## src/rtl/rca_ls_arbiter_if.sv

```systemverilog
// Grid load/store request, shared memory port and response bundle.
// master = grid units plus memory model, slave = the arbiter.
interface rca_ls_arbiter_if #(
    parameter int NUM_PORTS = 4,
    parameter int XLEN      = 32
);
    logic [NUM_PORTS-1:0]              req_valid;
    logic [NUM_PORTS-1:0]              req_ready;
    logic [NUM_PORTS-1:0]              req_we;
    logic [NUM_PORTS-1:0][XLEN-1:0]    req_addr;
    logic [NUM_PORTS-1:0][XLEN-1:0]    req_wdata;
    logic [NUM_PORTS-1:0][XLEN/8-1:0]  req_be;
    logic                              mem_valid;
    logic                              mem_ready;
    logic                              mem_we;
    logic [XLEN-1:0]                   mem_addr;
    logic [XLEN-1:0]                   mem_wdata;
    logic [XLEN/8-1:0]                 mem_be;
    logic                              mem_rvalid;
    logic [XLEN-1:0]                   mem_rdata;
    logic [NUM_PORTS-1:0]              resp_valid;
    logic [XLEN-1:0]                   resp_data;

    modport master (
        output req_valid, req_we, req_addr, req_wdata, req_be,
        output mem_ready, mem_rvalid, mem_rdata,
        input  req_ready, mem_valid, mem_we, mem_addr, mem_wdata, mem_be,
        input  resp_valid, resp_data
    );

    modport slave (
        input  req_valid, req_we, req_addr, req_wdata, req_be,
        input  mem_ready, mem_rvalid, mem_rdata,
        output req_ready, mem_valid, mem_we, mem_addr, mem_wdata, mem_be,
        output resp_valid, resp_data
    );
endinterface

```

## src/rtl/rca_ls_arbiter.sv

```systemverilog
// Grid load/store arbiter onto the shared data-memory port with in-order tags.
// Define RCA_LS_ARB_RR_EN for round-robin; otherwise fixed lowest-index priority.
module rca_ls_arbiter #(
    parameter int NUM_PORTS       = 4,
    parameter int XLEN            = 32,
    parameter int MAX_OUTSTANDING = 4
) (
    input  logic                             clk,
    input  logic                             rst,
    input  logic                             clear,
    rca_ls_arbiter_if.slave                  bus,
    output logic [$clog2(MAX_OUTSTANDING):0] outstanding
);
    localparam int IW = (NUM_PORTS > 1) ? $clog2(NUM_PORTS) : 1;
    localparam int PW = $clog2(MAX_OUTSTANDING);
    localparam int CW = PW + 1;
    localparam int BW = XLEN / 8;

    typedef enum logic {ARB, DRAIN} state_t;

    state_t               state, state_nxt;
    logic [IW-1:0]        tags [MAX_OUTSTANDING];
    logic [PW-1:0]        wr_ptr, rd_ptr;
    logic [CW-1:0]        count;
    logic                 full, empty;
    logic                 push, pop;
    logic                 grant_en, win_found, mem_vld, accept;
    logic [IW-1:0]        win;
    logic [NUM_PORTS-1:0] eligible;
    logic [NUM_PORTS-1:0] resp_valid_q;
    logic [XLEN-1:0]      resp_data_q;

    assign empty    = (count == '0);
    assign full     = (count == CW'(MAX_OUTSTANDING));
    assign eligible = full ? (bus.req_valid & bus.req_we) : bus.req_valid;

`ifdef RCA_LS_ARB_RR_EN
    logic [IW-1:0] rr_ptr;

    // rr_ptr holds the first port to search, i.e. last_grant + 1
    always_comb begin
        int j;
        win       = '0;
        win_found = 1'b0;
        j         = 0;
        for (int i = 0; i < NUM_PORTS; i++) begin
            j = int'(rr_ptr) + i;
            if (j >= NUM_PORTS) j = j - NUM_PORTS;
            if (!win_found && eligible[IW'(j)]) begin
                win       = IW'(j);
                win_found = 1'b1;
            end
        end
    end

    always_ff @(posedge clk or negedge rst) begin
        if (!rst) begin
            rr_ptr <= '0;
        end else if (accept) begin
            rr_ptr <= (win == IW'(NUM_PORTS - 1)) ? '0 : win + 1'b1;
        end
    end
`else
    always_comb begin
        win       = '0;
        win_found = 1'b0;
        for (int i = 0; i < NUM_PORTS; i++) begin
            if (!win_found && eligible[i]) begin
                win       = IW'(i);
                win_found = 1'b1;
            end
        end
    end
`endif

    // Reset gates the grant so req_ready drops as soon as rst falls
    assign grant_en = rst && (state == ARB) && !clear;
    assign mem_vld  = grant_en && win_found;
    assign accept   = mem_vld && bus.mem_ready;
    assign push     = accept && !bus.req_we[win];
    assign pop      = bus.mem_rvalid && !empty;

    always_comb begin
        bus.mem_valid = mem_vld;
        bus.mem_we    = 1'b0;
        bus.mem_addr  = '0;
        bus.mem_wdata = '0;
        bus.mem_be    = '0;
        bus.req_ready = '0;
        if (mem_vld) begin
            bus.mem_we    = bus.req_we[win];
            bus.mem_addr  = bus.req_addr[win];
            bus.mem_wdata = bus.req_wdata[win];
            bus.mem_be    = bus.req_be[win];
        end
        if (accept) begin
            bus.req_ready = NUM_PORTS'(1) << win;
        end
    end

    always_comb begin
        state_nxt = state;
        unique case (state)
            ARB:     if (clear && !empty) state_nxt = DRAIN;
            DRAIN:   if (empty) state_nxt = ARB;
            default: state_nxt = ARB;
        endcase
    end

    always_ff @(posedge clk or negedge rst) begin
        if (!rst) begin
            state        <= ARB;
            wr_ptr       <= '0;
            rd_ptr       <= '0;
            count        <= '0;
            resp_valid_q <= '0;
            resp_data_q  <= '0;
        end else begin
            state <= state_nxt;
            if (push) wr_ptr <= wr_ptr + 1'b1;
            if (pop)  rd_ptr <= rd_ptr + 1'b1;
            unique case ({push, pop})
                2'b10:   count <= count + 1'b1;
                2'b01:   count <= count - 1'b1;
                default: count <= count;
            endcase
            // Responses popped while draining are dropped
            if (pop && state == ARB) begin
                resp_valid_q <= NUM_PORTS'(1) << tags[rd_ptr];
                resp_data_q  <= bus.mem_rdata;
            end else begin
                resp_valid_q <= '0;
            end
        end
    end

    always_ff @(posedge clk) begin
        if (push) tags[wr_ptr] <= win;
    end

    assign bus.resp_valid = resp_valid_q;
    assign bus.resp_data  = resp_data_q;
    assign outstanding    = count;
endmodule

```

## src/flat_wrapper.sv

```systemverilog
// flat-port wrapper written by rule: the top's interface ports become plain ports
module rca_ls_arbiter_flat 
#(
    parameter int NUM_PORTS       = 4,
    parameter int XLEN            = 32,
    parameter int MAX_OUTSTANDING = 4
)
  (clk, rst, clear, outstanding, bus_req_valid, bus_req_we, bus_req_addr, bus_req_wdata, bus_req_be, bus_mem_ready, bus_mem_rvalid, bus_mem_rdata, bus_req_ready, bus_mem_valid, bus_mem_we, bus_mem_addr, bus_mem_wdata, bus_mem_be, bus_resp_valid, bus_resp_data);
  rca_ls_arbiter_if #(.NUM_PORTS(NUM_PORTS), .XLEN(XLEN)) bus_i ();
  input  logic clk;
  input  logic rst;
  input  logic clear;
  output logic [$clog2(MAX_OUTSTANDING):0] outstanding;
  input wire logic [$bits(bus_i.req_valid)-1:0] bus_req_valid;
  input wire logic [$bits(bus_i.req_we)-1:0] bus_req_we;
  input wire logic [$bits(bus_i.req_addr)-1:0] bus_req_addr;
  input wire logic [$bits(bus_i.req_wdata)-1:0] bus_req_wdata;
  input wire logic [$bits(bus_i.req_be)-1:0] bus_req_be;
  input wire logic [$bits(bus_i.mem_ready)-1:0] bus_mem_ready;
  input wire logic [$bits(bus_i.mem_rvalid)-1:0] bus_mem_rvalid;
  input wire logic [$bits(bus_i.mem_rdata)-1:0] bus_mem_rdata;
  output wire logic [$bits(bus_i.req_ready)-1:0] bus_req_ready;
  output wire logic [$bits(bus_i.mem_valid)-1:0] bus_mem_valid;
  output wire logic [$bits(bus_i.mem_we)-1:0] bus_mem_we;
  output wire logic [$bits(bus_i.mem_addr)-1:0] bus_mem_addr;
  output wire logic [$bits(bus_i.mem_wdata)-1:0] bus_mem_wdata;
  output wire logic [$bits(bus_i.mem_be)-1:0] bus_mem_be;
  output wire logic [$bits(bus_i.resp_valid)-1:0] bus_resp_valid;
  output wire logic [$bits(bus_i.resp_data)-1:0] bus_resp_data;
  assign bus_i.req_valid = bus_req_valid;
  assign bus_i.req_we = bus_req_we;
  assign bus_i.req_addr = bus_req_addr;
  assign bus_i.req_wdata = bus_req_wdata;
  assign bus_i.req_be = bus_req_be;
  assign bus_i.mem_ready = bus_mem_ready;
  assign bus_i.mem_rvalid = bus_mem_rvalid;
  assign bus_i.mem_rdata = bus_mem_rdata;
  assign bus_req_ready = bus_i.req_ready;
  assign bus_mem_valid = bus_i.mem_valid;
  assign bus_mem_we = bus_i.mem_we;
  assign bus_mem_addr = bus_i.mem_addr;
  assign bus_mem_wdata = bus_i.mem_wdata;
  assign bus_mem_be = bus_i.mem_be;
  assign bus_resp_valid = bus_i.resp_valid;
  assign bus_resp_data = bus_i.resp_data;
  rca_ls_arbiter #(.NUM_PORTS(NUM_PORTS), .XLEN(XLEN), .MAX_OUTSTANDING(MAX_OUTSTANDING)) u_core (.clk(clk), .rst(rst), .clear(clear), .bus(bus_i), .outstanding(outstanding));
endmodule
```

## config.mk

```make
export PLATFORM = sky130hd
export DESIGN_NAME = rca_ls_arbiter_flat
export DESIGN_NICKNAME = d
export VERILOG_FILES = /design/src/rtl/rca_ls_arbiter_if.sv /design/src/rtl/rca_ls_arbiter.sv /design/src/flat_wrapper.sv
export SDC_FILE = /design/constraint.sdc
export NUM_CORES = 1
export LEC_CHECK = 0
export ABC_AREA = 1
export CAP_MARGIN = 20
export CORE_AREA = 2 2 168 170
export DETAILED_ROUTE_END_ITERATION = 6
export DIE_AREA = 0 0 170 172
export GPL_TIMING_DRIVEN = 0
export PLACE_DENSITY = 0.62
export SLEW_MARGIN = 30
export SYNTH_ARGS = -nofsm -noshare
export SYNTH_HDL_FRONTEND = slang
export SYNTH_SLANG_ARGS = --single-unit
```

## constraint.sdc

```tcl
create_clock -name clk -period 2.47 [get_ports clk]
set_clock_uncertainty 0.15 [all_clocks]
set_input_delay 0.3705 -clock clk [delete_from_list [all_inputs] [get_ports clk]]
set_output_delay 0.3705 -clock clk [all_outputs]
set_load 0.01 [all_outputs]
```

==> flow_summary.toml, run 1 <==
[detailed_routing]
finalWirelength_mm = 29.7
drt-initial-drc-count = 487
avgRoutedWirePerCell_um = 17.7
routed-via-count = 7332
drc = 0
first_pass_iters = 5
viasPerCell = 4.37
ant_nets = 0

[sta]
rsz0062_at_grt = "true"
period_share_pct = 119
final_max_slew_viol_count = 0
fmax_mhz = 339
period_needed_ns = 2.95
relSlewSlack_pct = 71.0
hold_violations = 0
setup_ws_ns = -0.477
worst_pin_slew_ns = 0.436
finalSetupViolations = 75

[floorplanning]
dieHeight_um = 172
io-pin-count = 430
die-area_mm2 = 0.0292
die_x_um = 170
initial_core_util_pct = 18.3
core_area_mm2 = 0.0275
row_count = 61

[logic_synthesis]
synth_seq_cells = 52
synth-warning-count = 0
synth_top_area_share_pct = 24.5
ys.flop_type = "dfrtp_1"
synthTopCellsByCount = "nand2_1, inv_1, nand3_1, a21oi_1, o211ai_1"
async_reset_ff_share_pct = 84.6
synth.most_common_cell = "nand2_1"
yosysTopAreaCell = "nand2_1"
yosysSeqAreaShare_pct = 26.6
synth_area_mm2 = 0.00504
synth_cells = 861
syn-num-nets = 1184
synth_edf_count = 8
synth.area.top_cells = "nand2_1, dfrtp_1, inv_1"
synthDistinctLibCells = 30
avgSynthCellArea_um2 = 5.85

[setup_path]
r2r_setup_slack_ns = -0.31
worstPathArrival_ns = 2.43
startpoint_type = "register"
path_max_fanout = 7
worst-setup-path-type = "register to primary output"
worstPathRequired_ns = 1.95
end_kind = "primary output"

[place]
portBuffers = 429
placed_cell_area_mm2 = 0.00986
place_hpwl_mm = 24.6
place_congestion = 0.958
dp_cells = 1636

[global_routing]
grt_pass1_wl_mm = 41.6
grt_start_max_net_pins = 45
first_global_vias = 7023
grt_use_total_pct = 19.0
antenna_found_initial = 7
grt_overflow = 0

[cells_and_area]
post-route-util_pct = 38.3
fillCellCount = 2939
area_delta_synth_final_pct = 109
final_cells = 1678
final_cell_area_mm2 = 0.0105
fin_nets = 1649
drive_gt1_share_pct = 16.3

[clock_tree]
cts_buffer_depth = 2
path_clk_slew_ns = 0.07
cts_tree = "built"
numCtsBuffers = 5
clkSinkCount = 52
cts_max_level = 2
cts_root_buf = "clkbuf_16"
clock_latency_ns = 0.28

[job]
maxCapViolations = 0

[pwr]
powerDensity_mw_per_mm2 = 581
ir_worst_vdd_mv = 0.276
p_leak_nw = 4.96

[status]
status = "complete, but fails checks"
violations = "negative setup slack"

[min_path]
hold_class = "register to register"
[logic make-up after synthesis]
group                      after synthesis  share of synthesized area [%]
and+or+nand+nor                        436                           35.2
buffers and inverters                  216                           17.7
AOI/OAI and AO/OA                      148                           18.4
DFF                                     52                           26.6
adders and majority gates                6                           1.64
xor gates and xnor gates                 3                          0.522
[report_power, final]
part | switching, W | total [W] | internal [W]
Clock | 0.000293 | 0.000729 | 0.000436
Sequential | 0.000199 | 0.00139 | 0.00119
Combinational | 0.00197 | 0.00399 | 0.00202
[routing by layer]
layer | routed length (um) | track usage, %
met3 | 2690 | 5.70
met2 | 15100 | 34.9
met5 | 23 | 0
met1 | 11400 | 21.8
met4 | 457 | 3.75
[worst max-delay path: stages, from the launching register on]
cell and delay (ns):
dfrtp_2 0.42, nor2_4 0.21, nand3_1 0.12, nand2_2 0.12, inv_1 0.08, a21oi_4 0.14, buf_12 0.14, buf_12 0.10
buf_8 0.13, buf_8 0.12, nand2_1 0.06, nand2_1 0.07, nand2_1 0.09, a21oi_2 0.17, buf_2 0.16
[area by class of cell]
class	count	area (um^2)	share of cell area (%)
clock buffer	6	150	1.43
antenna	5	12.5	0.119
multi-input combinational	593	3020	28.7
buffer	56	586	5.57
inverter	160	608	5.78
tap	346	433	4.12
clock inverter	2	11.3	0.107
sequential	52	1340	12.8
timing repair buffer	458	4350	41.4
[registers in the layout, indices dropped and copies added, names as in the netlist]
name                   cells
u_core.rd_ptr              2
u_core.wr_ptr              2
u_core.tags                8
u_core.bus.resp_valid      4
u_core.outstanding         3
u_core.bus.resp_data      32
u_core.state               1
[path summary, 6_finish.rpt]
check / start / endpoint / depth (start not counted)
worst max-delay path: u_core.outstanding[0]$_DFFE_PN0P_ / bus_mem_addr[31] / 14
worst min-delay path: u_core.bus.resp_data[24]$_DFFE_PN0P_ / u_core.bus.resp_data[24]$_DFFE_PN0P_ / 2
worst max register to register: u_core.outstanding[0]$_DFFE_PN0P_ / u_core.outstanding[2]$_DFFE_PN0P_ / 16
worst min register to register: u_core.bus.resp_data[24]$_DFFE_PN0P_ / u_core.bus.resp_data[24]$_DFFE_PN0P_ / 2
max in group asynchronous: rst / u_core.outstanding[0]$_DFFE_PN0P_ / 3
min in group asynchronous: rst / u_core.bus.resp_data[31]$_DFFE_PN0P_ / 3
[layout by cell type (no fill, tap or decap), types with 2 or more instances in the layout]
master,synthesis,layout
a21oi_1,72,65
a21oi_2,0,7
buf_12,0,12
buf_16,0,5
buf_2,27,63
buf_4,4,30
buf_6,4,13
buf_8,0,11
clkbuf_1,17,6
clkbuf_16,0,6
clkbuf_2,0,11
clkbuf_4,0,2
clkdlybuf4s15_2,0,2
clkdlybuf4s50_1,0,352
dfrtp_1,44,43
diode_2,0,5
dlygate4sd2_1,0,5
edfxtp_1,8,8
ha_1,5,4
inv_1,157,153
inv_2,3,4
inv_4,0,4
nand2_1,329,309
nand2_2,4,17
nand2_4,0,7
nand3_1,75,70
nand3_2,1,4
nand3_4,0,2
nand4_1,2,2
nor2_1,19,15
nor2_2,2,2
nor2_4,1,5
o211ai_1,68,68
o21ai_0,5,2
o21ai_1,0,2
xor2_1,2,2
[repair_timing]
item | 4_1_cts | 5_1_grt
gates cloned | 4 | 0
gates resized for setup | 399 | 36
endpoints found under the setup margin | 76 | 82
pin swaps | 28 | 23
hold buffers | 2 | 0
setup buffers | 17 | 6
endpoints found under the hold margin | 44 | 0
[metrics by stage]
stage | TNS (ns) | hold slack [ns] | setup slack, ns | total power (W)
after floorplan | -0.0159 | -0.0751 | -0.0159 | 0.00308
after global placement | -205.22 | 0.302 | -2.49 | 0.00488
after detailed placement | -80.52 | 0.262 | -1.26 | 0.00492
after CTS | -25.98 | 0.325 | -0.479 | 0.00610
after global routing | -33.77 | 0.345 | -0.590 | 0.00659
final | -24.62 | 0.320 | -0.477 | 0.00611
Power figures use the tool's default switching activity.
==> run 2: changes to the inputs <==
CELL_PAD_IN_SITES_DETAIL_PLACEMENT = 1   (was default)
CELL_PAD_IN_SITES_GLOBAL_PLACEMENT = 1   (was default)
CORE_AREA = default   (was 2 2 168 170)
CORE_MARGIN = 2   (was default)
CORE_UTILIZATION = 18   (was default)
CTS_BUF_LIST = sky130_fd_sc_hd__clkbuf_4   (was default)
DIE_AREA = default   (was 0 0 170 172)
PLACE_DENSITY = 0.87   (was 0.62)
==> run 2 against run 1 <==
- via count up 4.8%
- clock-buffer cell count unchanged
- the run still ends with negative setup slack left
- worst setup slack worse by 0.23 ns
- worst hold slack better by 0.021 ns
- register-to-register slack worse by 0.11 ns
- flip-flop and latch count unchanged
- final cell count up 1.8%
- power down 3.7%
- sequential power about the same
- sequential share of layout area up 0.068 points
- first-iteration DRC count down 23%
- utilization down 0.48 points
==> flow_summary.toml, run 2 (synthesis results as in run 1) <==
[global_routing]
grt_start_max_net_pins = 45
grt_use_total_pct = 20.8
antenna_found_initial = 2
first_global_vias = 7909
grt_overflow = 0
grt_pass1_wl_mm = 46.2

[clock_tree]
cts_buffer_depth = 2
numCtsBuffers = 5
path_clk_slew_ns = 0.15
cts_max_level = 2
cts_tree = "built"
clkSinkCount = 52
cts_root_buf = "clkbuf_4"
clock_latency_ns = 0.38

[detailed_routing]
first_pass_iters = 4
ant_nets = 0
viasPerCell = 4.50
routed-via-count = 7684
finalWirelength_mm = 32.9
avgRoutedWirePerCell_um = 19.2
drc = 0
drt-initial-drc-count = 377

[pwr]
p_leak_nw = 4.88
powerDensity_mw_per_mm2 = 562
ir_worst_vdd_mv = 0.216

[status]
status = "complete, but fails checks"
violations = "negative setup slack"

[floorplanning]
die_x_um = 171
core_area_mm2 = 0.0277
initial_core_util_pct = 18.2
dieHeight_um = 171
die-area_mm2 = 0.0293
io-pin-count = 430
row_count = 61

[cells_and_area]
final_cell_mix = "clkdlybuf4s50_1, nand2_1, inv_1"
final_cell_area_mm2 = 0.0105
area_delta_synth_final_pct = 108
post-route-util_pct = 37.8
fin_nets = 1651
mostFrequentLayoutCell = "clkdlybuf4s50_1"
largest_reg_flops = 32
drive_gt1_share_pct = 16.3

[sta]
relSlewSlack_pct = 66.2
worst_pin_slew_ns = 0.506
setup_ws_ns = -0.707
fin_setup_tns_ns = -39.43
period_needed_ns = 3.18
finalSetupViolations = 78
hold_slack_ns = 0.341
fmax_mhz = 315
period_share_pct = 129
rsz0062_at_grt = "true"
hold_violations = 0
final_max_slew_viol_count = 0

[setup_path]
end_kind = "primary output"
worstPathArrival_ns = 2.66
path_max_fanout = 7
worst-setup-path-type = "register to primary output"
worstPathRequired_ns = 1.95
startpoint_type = "register"

[min_path]
hold_class = "register to register"

[job]
maxCapViolations = 0

[place]
portBuffers = 429
place_congestion = 0.955
place_hpwl_mm = 27.0
placed_cell_area_mm2 = 0.00990
-- run 2: changes by cell type in the layout (fill, tap and decap cells not counted), sizes merged, moves of 2 or more --
cell | before | now
buf | 134 | 110
clkbuf | 26 | 39
clkdlybuf4s15 | 2 | 10
clkdlybuf4s50 | 352 | 355
diode | 5 | 2
dlymetal6s2s | 0 | 2
inv | 161 | 159
-- run 2: layer usage --
layer	vias to the layer above	global-route usage, %	part of all wire, %
met5	-	0	0
met1	3664	24.4	39
met3	48	4.74	7.5
li1	3632	-	-
met4	0	4.61	2.3
met2	340	38.4	51
-- run 2: per-stage QoR --
stage | power [W] | setup slack [ns] | instances
CTS | 0.00577 | -0.714 | 1692
finish | 0.00588 | -0.707 | 1709
detailed placement | 0.00503 | -1.38 | 1668
floorplan | 0.00308 | -0.0159 | 861
global route | 0.00635 | -0.812 | 1708
global placement | 0.00488 | -2.38 | 1668
-- run 2: what timing repair did --
| action | in CTS | in global routing |
|---|---|---|
| pin swaps | 9 | 21 |
| setup buffers | 12 | 14 |
| endpoints found under the hold margin | 44 | 0 |
| resized for setup | 291 | 106 |
| cloned | 2 | 1 |
| endpoints found under the setup margin | 83 | 85 |
| hold buffers | 2 | 0 |
-- run 2: path summary, 6_finish.rpt --
path / slack, ns / startpoint / cells past startpoint / endpoint
max in group asynchronous: 1.51 / rst / 3 / u_core.bus.resp_valid[2]$_DFF_PN0_
max reg2reg: -0.42 / u_core.outstanding[0]$_DFFE_PN0P_ / 16 / u_core.outstanding[2]$_DFFE_PN0P_
max: -0.71 / u_core.outstanding[0]$_DFFE_PN0P_ / 11 / bus_mem_addr[2]
min: 0.34 / u_core.bus.resp_data[2]$_DFFE_PN0P_ / 2 / u_core.bus.resp_data[2]$_DFFE_PN0P_
min in group asynchronous: 0.44 / rst / 3 / u_core.bus.resp_data[22]$_DFFE_PN0P_
min reg2reg: 0.34 / u_core.bus.resp_data[2]$_DFFE_PN0P_ / 2 / u_core.bus.resp_data[2]$_DFFE_PN0P_
-- run 2: final cells by class --
class                           count  area (um^2)
Clock buffer                        6         45.0
Tap cell                          378          473
Inverter                          160          621
Antenna cell                        2         5.00
Sequential cell                    52         1340
Multi-Input combinational cell    593         3050
Clock inverter                      2         16.3
Buffer                             56          539
Timing Repair Buffer              460         4380
Fill cell                        3494        17200
-- run 2: power breakdown --
| group | switching (W) | internal, W | leakage, nW |
|---|---|---|---|
| logic | 0.00207 | 0.00200 | 4.22 |
| registers | 0.000223 | 0.00119 | 0.623 |
| clock network | 0.000285 | 0.000125 | 0.0319 |
| total | 0.00257 | 0.00331 | 4.88 |
-- run 2: critical path, stage by stage, from the launching register on --
cell	delay [ns]
dfrtp_2	0.46
nor2_4	0.21
buf_6	0.13
nand3_2	0.11
nand2_4	0.11
a21oi_4	0.09
buf_12	0.14
buf_12	0.13
buf_12	0.14
o211ai_1	0.40
a21oi_2	0.16
buf_2	0.18
==> run 3: changes to the inputs <==
SKIP_LAST_GASP = 1   (was default)
==> run 3 against run 2 <==
- the flow still finishes with violations (negative setup slack)
- clock power up 1%
- critical path type unchanged
- utilization is 0.45 points higher
- non-clock buffer count up 7
- power rose by 1.5%
- die area is the same
- final area rose by 1.2%
- largest power group unchanged
- combinational power grew 2%
- sequential power hardly changed
- register-to-register slack lost 0.04 ns
- critical path depth unchanged
- worst setup slack improved by 0.037 ns
==> flow_summary.toml, run 3 (synthesis results as in run 1) <==
[setup_path]
startpoint_type = "register"
worstPathArrival_ns = 2.62
end_kind = "primary output"
path_max_fanout = 10
worst-setup-path-type = "register to primary output"
worstPathRequired_ns = 1.95

[global_routing]
grt_use_total_pct = 20.8
grt_pass1_wl_mm = 46.1
antenna_found_initial = 2
grt_overflow = 0
grt_start_max_net_pins = 45
first_global_vias = 7881

[job]
maxCapViolations = 0

[clock_tree]
path_clk_slew_ns = 0.15
cts_buffer_depth = 2
clock_latency_ns = 0.38
numCtsBuffers = 5
clkSinkCount = 52
cts_tree = "built"
cts_max_level = 2
cts_root_buf = "clkbuf_4"

[sta]
relSlewSlack_pct = 69.1
finalSetupViolations = 81
period_needed_ns = 3.14
hold_violations = 0
final_max_slew_viol_count = 0
rsz0062_at_grt = "true"
worst_pin_slew_ns = 0.463
setup_ws_ns = -0.670
period_share_pct = 127
fmax_mhz = 318

[cells_and_area]
fillCellCount = 3493
fin_nets = 1658
seq_area_mm2 = 0.00134
drive_gt1_share_pct = 16.2
multiInputGateArea_mm2 = 0.00304
largest_reg_flops = 32
final_cells = 1715
final_cell_mix = "clkdlybuf4s50_1, nand2_1, inv_1"
area_delta_synth_final_pct = 110
mostFrequentLayoutCell = "clkdlybuf4s50_1"

[place]
place_hpwl_mm = 27.0
dp_cells = 1668
portBuffers = 429
place_congestion = 0.955

[floorplanning]
die-area_mm2 = 0.0293
io-pin-count = 430
row_count = 61
initial_core_util_pct = 18.2
core_area_mm2 = 0.0277
dieHeight_um = 171
die_x_um = 171

[min_path]
hold_class = "register to register"

[detailed_routing]
routed-via-count = 7662
drt-initial-drc-count = 380
avgRoutedWirePerCell_um = 19.3
drc = 0
first_pass_iters = 4
viasPerCell = 4.47
ant_nets = 0
finalWirelength_mm = 33.1

[status]
violations = "negative setup slack"
status = "complete, but fails checks"

[pwr]
powerDensity_mw_per_mm2 = 564
ir_worst_vdd_mv = 0.213
p_leak_nw = 4.93
finalPower_w = 0.00597
## run 3: final cells by class
class	count	share of cell area, %
Tap cell	378	4.47
Antenna cell	1	0.0236
Clock buffer	6	0.425
Clock inverter	2	0.154
Multi-Input combinational cell	593	28.7
Buffer	56	5.41
Sequential cell	52	12.7
Timing Repair Buffer	467	42.3
Inverter	160	5.79
## run 3: final timing paths
| path | from | to | slack, ns | cells past startpoint |
|---|---|---|---|---|
| max in group asynchronous | rst | u_core.wr_ptr[1]$_DFFE_PN0P_ | 1.51 | 3 |
| min in group asynchronous | rst | u_core.bus.resp_data[22]$_DFFE_PN0P_ | 0.43 | 3 |
| min reg2reg | u_core.bus.resp_data[2]$_DFFE_PN0P_ | u_core.bus.resp_data[2]$_DFFE_PN0P_ | 0.34 | 2 |
| min | u_core.bus.resp_data[2]$_DFFE_PN0P_ | u_core.bus.resp_data[2]$_DFFE_PN0P_ | 0.34 | 2 |
| max | u_core.outstanding[0]$_DFFE_PN0P_ | bus_mem_wdata[3] | -0.67 | 11 |
| max reg2reg | u_core.outstanding[0]$_DFFE_PN0P_ | u_core.outstanding[2]$_DFFE_PN0P_ | -0.46 | 16 |
## run 3: critical path, stage by stage, from the launching register on
cell             delay, ns
dfrtp_2               0.46
nor2_4                0.21
nand3_1               0.13
nand2_2               0.10
nand2_4               0.06
a21oi_4               0.24
buf_12                0.15
buf_12                0.12
buf_4                 0.19
o211ai_1              0.13
a21oi_2               0.17
clkdlybuf4s15_2       0.26
## run 3: metrics by stage
step	instance area [um^2]	hold WS [ns]	setup slack (ns)	setup TNS [ns]	utilization, %
4_1_cts	10300	0.339	-0.717	-46.70	37.3
3_3_place_gp	9900	0.303	-2.38	-198.45	35.7
5_1_grt	10600	0.341	-0.806	-52.95	38.2
3_5_place_dp	9900	0.272	-1.38	-80.45	35.7
2_1_floorplan	5130	-0.0751	-0.0159	-0.0159	-
6_report	10600	0.341	-0.670	-41.74	38.2
## run 3: repair_timing
| action | in CTS | in global routing |
|---|---|---|
| endpoints found under the hold margin | 44 | 0 |
| buffers inserted | 12 | 20 |
| resized for setup | 264 | 123 |
| pin swaps | 9 | 22 |
| gates cloned | 2 | 2 |
| hold buffers | 2 | 0 |
| setup endpoints to repair | 83 | 112 |
## run 3: power breakdown
part | internal (W) | switching [W] | total [W]
logic | 0.00206 | 0.00208 | 0.00414
registers | 0.00119 | 0.000226 | 0.00141
clock network | 0.000125 | 0.000289 | 0.000414
total | 0.00337 | 0.00260 | 0.00597
## run 3: metal layers
metal / routed length [um] / part of all wire (%) / up-vias / global-route usage, %
li1: - / - / 3644 / -
met1: 13100 / 40 / 3649 / 24.4
met2: 16900 / 51 / 321 / 38.6
met3: 2370 / 7.1 / 46 / 4.62
met4: 738 / 2.2 / 2 / 4.38
met5: 13 / 0.039 / - / 0
